`config.mk`:
```
export PLATFORM = sky130hd
export DESIGN_NAME = ctrl_pipe_regs
export DESIGN_NICKNAME = d
export VERILOG_FILES = /design/src/rtl/ctrl_pipe_regs.sv
export SDC_FILE = /design/constraint.sdc
export NUM_CORES = 1
export LEC_CHECK = 0
export CAP_MARGIN = 20
export CORE_MARGIN = 2
export CORE_UTILIZATION = 45
export DETAILED_ROUTE_END_ITERATION = 16
export GPL_ROUTABILITY_DRIVEN = 1
export PLACE_DENSITY = 0.84
export SETUP_SLACK_MARGIN = 0.1
export SKIP_LAST_GASP = 1
export SYNTH_ARGS = -nofsm -noshare
export SYNTH_HDL_FRONTEND = slang
export SYNTH_SLANG_ARGS = --single-unit
export TNS_END_PERCENT = 30
```
`constraint.sdc`:
```
create_clock -name clk -period 3 [get_ports clk]
set_input_delay 0.75 -clock clk [delete_from_list [all_inputs] [get_ports clk]]
set_output_delay 0.75 -clock clk [all_outputs]
set_load 0.03 [all_outputs]
```
`src/rtl/ctrl_pipe_regs.sv`:
```
// Control-bundle pipeline registers (ID/EX, EX/MEM, MEM/WB) for the MIPS pipeline.
// Inserts bubbles on load-use hazards and taken branches and freezes on a global hold.
module ctrl_pipe_regs #(
    parameter int REG_ADDR_W = 5,
    parameter int CNT_W      = 8
) (
    input  logic                  clk,
    input  logic                  reset,
    input  logic                  regdst,
    input  logic                  ULAsrc,
    input  logic                  memtoreg,
    input  logic                  regwrite,
    input  logic                  memread,
    input  logic                  memwrite,
    input  logic                  branch,
    input  logic [1:0]            ULAop,
    input  logic                  id_valid,
    input  logic [REG_ADDR_W-1:0] id_rs,
    input  logic [REG_ADDR_W-1:0] id_rt,
    input  logic [REG_ADDR_W-1:0] id_rd,
    input  logic                  hold,
    input  logic                  branch_taken,
    output logic                  load_use_stall,
    output logic                  ex_valid,
    output logic                  ex_ULAsrc,
    output logic                  ex_memread,
    output logic [1:0]            ex_ULAop,
    output logic [REG_ADDR_W-1:0] ex_dest,
    output logic                  mem_valid,
    output logic                  mem_memread,
    output logic                  mem_memwrite,
    output logic                  mem_branch,
    output logic [REG_ADDR_W-1:0] mem_dest,
    output logic                  wb_valid,
    output logic                  wb_regwrite,
    output logic                  wb_memtoreg,
    output logic [REG_ADDR_W-1:0] wb_dest,
    output logic [CNT_W-1:0]      bubble_cnt
);

    typedef struct packed {
        logic                  valid;
        logic                  ulasrc;
        logic                  memread;
        logic                  memwrite;
        logic                  branch;
        logic                  regwrite;
        logic                  memtoreg;
        logic [1:0]            ulaop;
        logic [REG_ADDR_W-1:0] dest;
        logic [REG_ADDR_W-1:0] rt;
    } ex_t;

    typedef struct packed {
        logic                  valid;
        logic                  memread;
        logic                  memwrite;
        logic                  branch;
        logic                  regwrite;
        logic                  memtoreg;
        logic [REG_ADDR_W-1:0] dest;
    } mem_t;

    typedef struct packed {
        logic                  valid;
        logic                  regwrite;
        logic                  memtoreg;
        logic [REG_ADDR_W-1:0] dest;
    } wb_t;

    ex_t             ex_q,  ex_d,  id_bundle;
    mem_t            mem_q, mem_d, ex_as_mem;
    wb_t             wb_q,  wb_d,  mem_as_wb;
    logic [CNT_W-1:0] cnt_q, cnt_d;
    logic [1:0]       inc;
    logic [CNT_W:0]   cnt_sum;

    assign load_use_stall = ex_q.valid & ex_q.memread & (ex_q.rt != '0) &
                            ((ex_q.rt == id_rs) | (ex_q.rt == id_rt)) & id_valid;

    // Stage-to-stage views: each stage keeps only what downstream stages still consume.
    always_comb begin
        id_bundle = '0;
        if (id_valid) begin
            id_bundle.valid    = 1'b1;
            id_bundle.ulasrc   = ULAsrc;
            id_bundle.memread  = memread;
            id_bundle.memwrite = memwrite;
            id_bundle.branch   = branch;
            id_bundle.regwrite = regwrite;
            id_bundle.memtoreg = memtoreg;
            id_bundle.ulaop    = ULAop;
            id_bundle.dest     = regdst ? id_rd : id_rt;
            id_bundle.rt       = id_rt;
        end
        ex_as_mem = '{valid: ex_q.valid, memread: ex_q.memread, memwrite: ex_q.memwrite,
                      branch: ex_q.branch, regwrite: ex_q.regwrite,
                      memtoreg: ex_q.memtoreg, dest: ex_q.dest};
        mem_as_wb = '{valid: mem_q.valid, regwrite: mem_q.regwrite,
                      memtoreg: mem_q.memtoreg, dest: mem_q.dest};
    end

    // NOTE: every always_comb target gets a default first so no path can infer a latch.
    always_comb begin
        ex_d  = ex_q;
        mem_d = mem_q;
        wb_d  = wb_q;
        inc   = 2'd0;
        if (!hold) begin
            if (branch_taken) begin
                ex_d  = '0;
                mem_d = '0;
                wb_d  = mem_as_wb;
                inc   = 2'd2;
            end else if (load_use_stall) begin
                ex_d  = '0;
                mem_d = ex_as_mem;
                wb_d  = mem_as_wb;
                inc   = 2'd1;
            end else begin
                ex_d  = id_bundle;
                mem_d = ex_as_mem;
                wb_d  = mem_as_wb;
            end
        end
        cnt_sum = {1'b0, cnt_q} + (CNT_W + 1)'(inc);
        cnt_d   = cnt_sum[CNT_W] ? {CNT_W{1'b1}} : cnt_sum[CNT_W-1:0];
    end

    // NOTE: state registers use non-blocking assignments so all stages update from pre-edge values.
    always_ff @(posedge clk or negedge reset) begin
        if (!reset) begin
            ex_q  <= '0;
            mem_q <= '0;
            wb_q  <= '0;
            cnt_q <= '0;
        end else begin
            ex_q  <= ex_d;
            mem_q <= mem_d;
            wb_q  <= wb_d;
            cnt_q <= cnt_d;
        end
    end

    assign ex_valid     = ex_q.valid;
    assign ex_ULAsrc    = ex_q.ulasrc;
    assign ex_memread   = ex_q.memread;
    assign ex_ULAop     = ex_q.ulaop;
    assign ex_dest      = ex_q.dest;
    assign mem_valid    = mem_q.valid;
    assign mem_memread  = mem_q.memread;
    assign mem_memwrite = mem_q.memwrite;
    assign mem_branch   = mem_q.branch;
    assign mem_dest     = mem_q.dest;
    assign wb_valid     = wb_q.valid;
    assign wb_regwrite  = wb_q.regwrite;
    assign wb_memtoreg  = wb_q.memtoreg;
    assign wb_dest      = wb_q.dest;
    assign bubble_cnt   = cnt_q;

endmodule

```
==> results of run 1 <==
## through the flow
stage,setup TNS (ns),utilization (%)
6_report,0,62.21
5_1_grt,0,62.21
4_1_cts,0,61.14
3_5_place_dp,-1.875,58.71
3_3_place_gp,-0.7895,58.71
2_1_floorplan,0,-
## cells in the mapped netlist
library cell	number
dfrtp_1	46
nand2_1	37
o21ai_0	30
a32oi_1	18
mux2_2	14
nand2b_1	14
buf_4	12
clkbuf_1	11
xnor2_1	11
nand3_1	4
inv_1	3
xor2_1	3
a21oi_1	2
and3_1	2
buf_2	2
buf_6	2
ha_1	2
nor2_1	2
a22oi_1	1
fa_1	1
inv_2	1
nand3b_1	1
nand4b_1	1
nand4bb_1	1
nor2b_1	1
nor3_1	1
nor3b_1	1
o211ai_2	1
o22ai_1	1
or3b_2	1
or4_1	1
## per-layer routing
metal,track usage (%),wire length [um]
met3,3.333,214
met4,9.091,90
met1,25.12,2374
met2,30.63,2587
met5,0,0
## final timing paths
| check | startpoint | to | slack (ns) | depth (start not counted) |
|---|---|---|---|---|
| min reg2reg | mem_as_wb[5] | mem_as_wb[5] | 0.49 | 2 |
| min | reset | bubble_cnt[7] | 0.31 | 1 |
| min in group clk | mem_as_wb[5] | mem_as_wb[5] | 0.49 | 2 |
| max in group asynchronous | reset | mem_as_wb[5] | 2.22 | 2 |
| max | id_rs[4] | load_use_stall | 0.20 | 7 |
| max reg2reg | ex_q[1] | bubble_cnt[7] | 0.57 | 8 |
## sequential cells by signal, indices dropped and copies added (netlist names), 2 cells and up
signal      cells
wb_dest         5
mem_dest        5
mem_as_wb       2
bubble_cnt      8
ex_q            5
ex_as_mem       4
ex_ULAop        2
ex_dest         5
## cell usage in the layout, fill, tap and decap left out, types with 2 or more instances in the layout
master / instances
nand2_1: 37
and3_4: 2
buf_2: 3
dfrtp_1: 46
nand3_1: 3
ha_1: 2
nand2b_1: 13
inv_1: 3
clkdlybuf4s50_1: 56
dlymetal6s2s_1: 4
a21oi_1: 2
buf_6: 2
a32oi_1: 18
buf_4: 10
mux2_2: 14
xnor2_1: 11
xor2_1: 3
o21ai_0: 30
clkbuf_8: 5
## worst register-to-register path, cell delays in order (launching register included)
cell and delay (ns):
dfrtp_1 0.45, or4_1 0.55, o211ai_2 0.18, inv_2 0.05, and3_4 0.17, ha_1 0.19
a21oi_1 0.23, nand4bb_1 0.17, mux2_2 0.33
## power by group
group	internal [W]	switching (W)
combinational	0.000265	0.000309
sequential	0.000707	0.0000972
clock	0.000168	0.000222
## repair_timing
action                     in CTS  in global routing
setup endpoints to repair       7                  8
pin swaps                       1                  3
buffers inserted                1                  0
cloned                          1                  0
gates resized for setup         5                  9
## cell families (layout without fill, tap and decap cells)
group	after synthesis	count (layout)	share of synthesized area, %
mux	14	14	6.771
xor+xnor	14	14	5.266
fa+ha+maj	3	3	1.934
compound gates	53	53	14.78
simple gates	67	67	14.13
buf+inv	31	89	7.684
flops	46	46	49.44
## area by class of cell
class                   instances  area [um^2]
inverters                       4        15.01
well taps                      70        87.58
clock inverters                 3        25.02
flip-flops and latches         46         1151
clock buffers                   5        68.82
multi-input cells             151         1037
repair buffers                 77        752.0
fillers                       423         1906
==> results.cfg, run 1 <==
[run_status]
outcome = completed

[route]
num_vias = 1878
drc = 0
wirelength_um = 5266
drtAntennaViolNets = 0
via_per_inst = 5.275
drtIter0Drc = 135
wl_per_cell_um = 14.79
drt_pass1_iterations = 4

[die]
die-height_um = 75.94
initial_core_util_pct = 46.18
row_count = 26
core_um2 = 5042
pin_count = 65
die_w_um = 75.94
die_area_um2 = 5766

[pwr]
ir_drop_mv = 0.2429
p_per_area_nw_per_um2 = 563.8
power_w = 0.001769
p_leak_nw = 1.330

[placed_design]
gp_congestion = 0.8254
dpl-instance-area_um2 = 2960
place_hpwl_um = 3584
post-place-cells = 345
numPortBuffers = 64
preCtsSetupSlack_ns = -0.2906

[sta]
tightest_slew_ns = 0.3780
rsz0062_at_grt = false
relSlewSlack_pct = 74.80
finalWorstSetupSlack_ns = 0.1985
finalMaxSlewViolations = 0
setup_viol = 0
clock.fmax_mhz = 357.0
timing.hold.ws_ns = 0.3127
clock_skew_ns = 0.005416
fin_crit_ns = 2.801
finalCritPeriodShare_pct = 93.38
hold_viol_final = 0

[synth]
synth_top_cell_by_area = dfrtp_1
synth_nets = 260
ys_ff_latch = 46
synth.area.top_cells = dfrtp_1 49%, a32oi_1 6.8%, mux2_2 6.8%, o21ai_0 6.4%, nand2_1 6.0%
synthCells = 228
ys_warn_count = 0
synth_cell_type_count = 31
syn_area_um2 = 2328
synth_top_area_share_pct = 49.44
syn_avg_cell_area_um2 = 10.21
ys_seq_area_share_pct = 49.44

[clock_network]
root_buffer = clkbuf_8
cts-htree-levels = 2
cts.sinks = 46
path_clk_slew_ns = 0.09
cts_tree = built
clk_path_buf_depth = 2
holdBufCountCts = 0
cts_buffers = 5
insertion_delay_ns = 0.30

[global_routing]
grt_max_degree = 47
grt_pass1_wl_um = 8804
gr-usage-all-layers_pct = 19.04
antenna_found_initial = 0
grt_pass1_vias = 1824
gr-total-overflow = 0

[setup_path]
start_kind = input port
cp_slowest_cell = clkdlybuf4s50_1
critPathRequiredTime_ns = 2.25
path_class = input port to primary output
cp_top_family = buffers and inverters
cp_num_buf_inv = 3
max_stage_delay_ns = 0.48
crit_arrival_ns = 2.05
cp-end-kind = primary output
critPathMaxFanout = 3
cp_cell_sequence = clkdlybuf4s50_1 > xnor2_1 > nand3_1 > o22ai_2 > buf_6 > and3_4 > buf_6
crit_path_frequent_cell = buf_6

[cells_and_area]
nets = 317
drive_above_1_share_pct = 17.13
area_growth_pct = 34.71
fin_area_um2 = 3137
final_cell_count_no_fill = 356
n_antenna_cell = 0

[job]
max-cap-violations = 0

[hold_path]
hp-class = input port to asynchronous set/reset pin
Note: power is estimated with default switching activity, not from simulation.
==> run 2: changes to the inputs <==
--- a/config.mk
+++ b/config.mk
@@ -7,10 +7,10 @@
 export LEC_CHECK = 0
 export CAP_MARGIN = 20
 export CORE_MARGIN = 2
-export CORE_UTILIZATION = 45
+export CORE_UTILIZATION = 48
 export DETAILED_ROUTE_END_ITERATION = 16
 export GPL_ROUTABILITY_DRIVEN = 1
-export PLACE_DENSITY = 0.84
+export PLACE_DENSITY = 0.88
 export SETUP_SLACK_MARGIN = 0.1
 export SKIP_LAST_GASP = 1
 export SYNTH_ARGS = -nofsm -noshare
==> run 2 against run 1 <==
Against the previous run:
- sequential cell count stayed put
- worst hold slack worse by 0.052 ns
- sequential power is 0.5% higher
- combinational power is 2% higher
- largest power group unchanged
- power is 9.6% higher
- via count hardly changed
- critical path type unchanged
- highest routed layer unchanged
- sequential share of layout area is 0.41 points lower
- clock power is 40% higher
- core utilization is 5.4 points higher
- worst setup slack worse by 0.019 ns
==> results.cfg, run 2 (same netlist as run 1, synthesis figures left out) <==
[sta]
finalWorstSetupSlack_ns = 0.1799
relSlewSlack_pct = 67.34
setup_viol = 0
rsz0062_at_grt = true
finalMaxSlewViolations = 0
finalCritPeriodShare_pct = 94.00
hold_viol_final = 0
clock_skew_ns = 0.007500
clock.fmax_mhz = 354.6
tightest_slew_ns = 0.4899
fin_crit_ns = 2.820

[job]
max-cap-violations = 0

[cells_and_area]
drive_above_1_share_pct = 16.78
post-route-util_pct = 67.60
final_common_cell = clkdlybuf4s50_1
mostFrequentLayoutCells = 56 x clkdlybuf4s50_1, 46 x dfrtp_1, 37 x nand2_1
area_growth_pct = 36.22
largest_reg_flops = 8
n_antenna_cell = 0
final_cell_count_no_fill = 340
fin_area_um2 = 3172
nets = 317

[die]
initial_core_util_pct = 49.63
row_count = 25
die-height_um = 73.65
die_w_um = 73.65
die_area_um2 = 5424
pin_count = 65
core_um2 = 4692

[setup_path]
cp_slowest_cell = clkdlybuf4s50_1
regToRegStartpoint = ex_q[1]
critPathRequiredTime_ns = 2.25
start_kind = input port
path_class = input port to primary output
cp-end-kind = primary output
crit_path_frequent_cell = buf_6
crit_arrival_ns = 2.07
crit_path_start = id_rs[1]
max_stage_delay_ns = 0.48
cp_cell_sequence = clkdlybuf4s50_1 > xnor2_1 > nand3_1 > o22ai_2 > buf_6 > and3_4 > buf_6
critPathMaxFanout = 3

[global_routing]
gr-total-overflow = 0
grt_pass1_vias = 1751
grt_pass1_wl_um = 8700
grt_max_degree = 51
antenna_found_initial = 0
gr-usage-all-layers_pct = 21.29

[route]
drc = 0
drtAntennaViolNets = 0
via_per_inst = 5.521
drtIter0Drc = 159
wl_per_cell_um = 15.77
wirelength_um = 5361
num_vias = 1877
drt_pass1_iterations = 4

[placed_design]
post-place-cells = 329
numPortBuffers = 64
preCtsSetupSlack_ns = -0.3630
dpl-instance-area_um2 = 2940
place_hpwl_um = 3621
gp_congestion = 0.8497

[hold_path]
hp-class = input port to asynchronous set/reset pin

[pwr]
p_leak_nw = 1.364
p_per_area_nw_per_um2 = 611.0
ir_drop_mv = 0.4082

[run_status]
outcome = completed

[clock_network]
clk_path_buf_depth = 2
cts_tree = built
cts_buffers = 5
root_buffer = clkbuf_8
insertion_delay_ns = 0.30
holdBufCountCts = 0
cts.sinks = 46
path_clk_slew_ns = 0.09
cts-htree-levels = 2
run 2: changes by cell type in the layout (fill, tap and decap cells not counted), sizes merged:
cell	previous run	this run
bufinv	0	2
clkinvlp	1	0
dlygate4sd2	1	0
dlymetal6s2s	4	5
inv	5	4
run 2: critical path, delay by kind of cell:
| family | cells | cell delay, ns |
|---|---|---|
| AO/OA/AOI/OAI | 1 | 0.18 |
| AND/OR/NAND/NOR | 2 | 0.29 |
| buffers and inverters | 3 | 0.73 |
| XOR/XNOR | 1 | 0.12 |
run 2: through the flow:
stage	power [W]	TNS (ns)	hold slack (ns)
after global placement	0.001364	-0.7711	0.4661
after detailed placement	0.001384	-2.272	0.4765
after floorplan	0.001135	0	0.4492
after global routing	0.002030	0	0.2578
final	0.001938	0	0.2607
after CTS	0.001942	0	0.4976
run 2: routing by layer:
metal	GRT usage [%]	vias up	wire length, um
met1	29.57	918	2399
met3	4.938	6	258
met4	5.657	0	65
met5	0	-	0
li1	-	895	-
met2	33.63	58	2638
run 2: layout make-up:
class / instances / area, um^2
clock buffers: 5 / 68.82
clock inverters: 3 / 68.82
fillers: 357 / 1520
inverters: 4 / 15.01
multi-input cells: 151 / 1045
flip-flops and latches: 46 / 1151
well taps: 54 / 67.56
repair buffers: 77 / 755.7
run 2: power by group:
| group | switching (W) | leakage (nW) | internal, W | total, W |
|---|---|---|---|---|
| clock | 0.000212 | 0.0683 | 0.000334 | 0.000546 |
| combinational | 0.000319 | 0.688 | 0.000266 | 0.000584 |
| sequential | 0.000101 | 0.607 | 0.000707 | 0.000808 |
| total | 0.000632 | 1.36 | 0.00131 | 0.00194 |
run 2: worst paths after layout:
path	end	slack [ns]	cells after the start
worst min register to register	mem_branch	0.50	2
worst min-delay path	mem_branch	0.26	1
worst max register to register	bubble_cnt[7]	0.52	10
worst max-delay path	load_use_stall	0.18	7
max in group asynchronous	ex_ULAsrc	2.29	2
min in group clk	mem_branch	0.50	2
run 2: repair_timing:
action,4_1_cts,5_1_grt
pin swaps,2,4
hold endpoints to repair,0,0
resized for setup,5,10
endpoints found under the setup margin,7,8
gates cloned,1,0
setup buffers,1,0
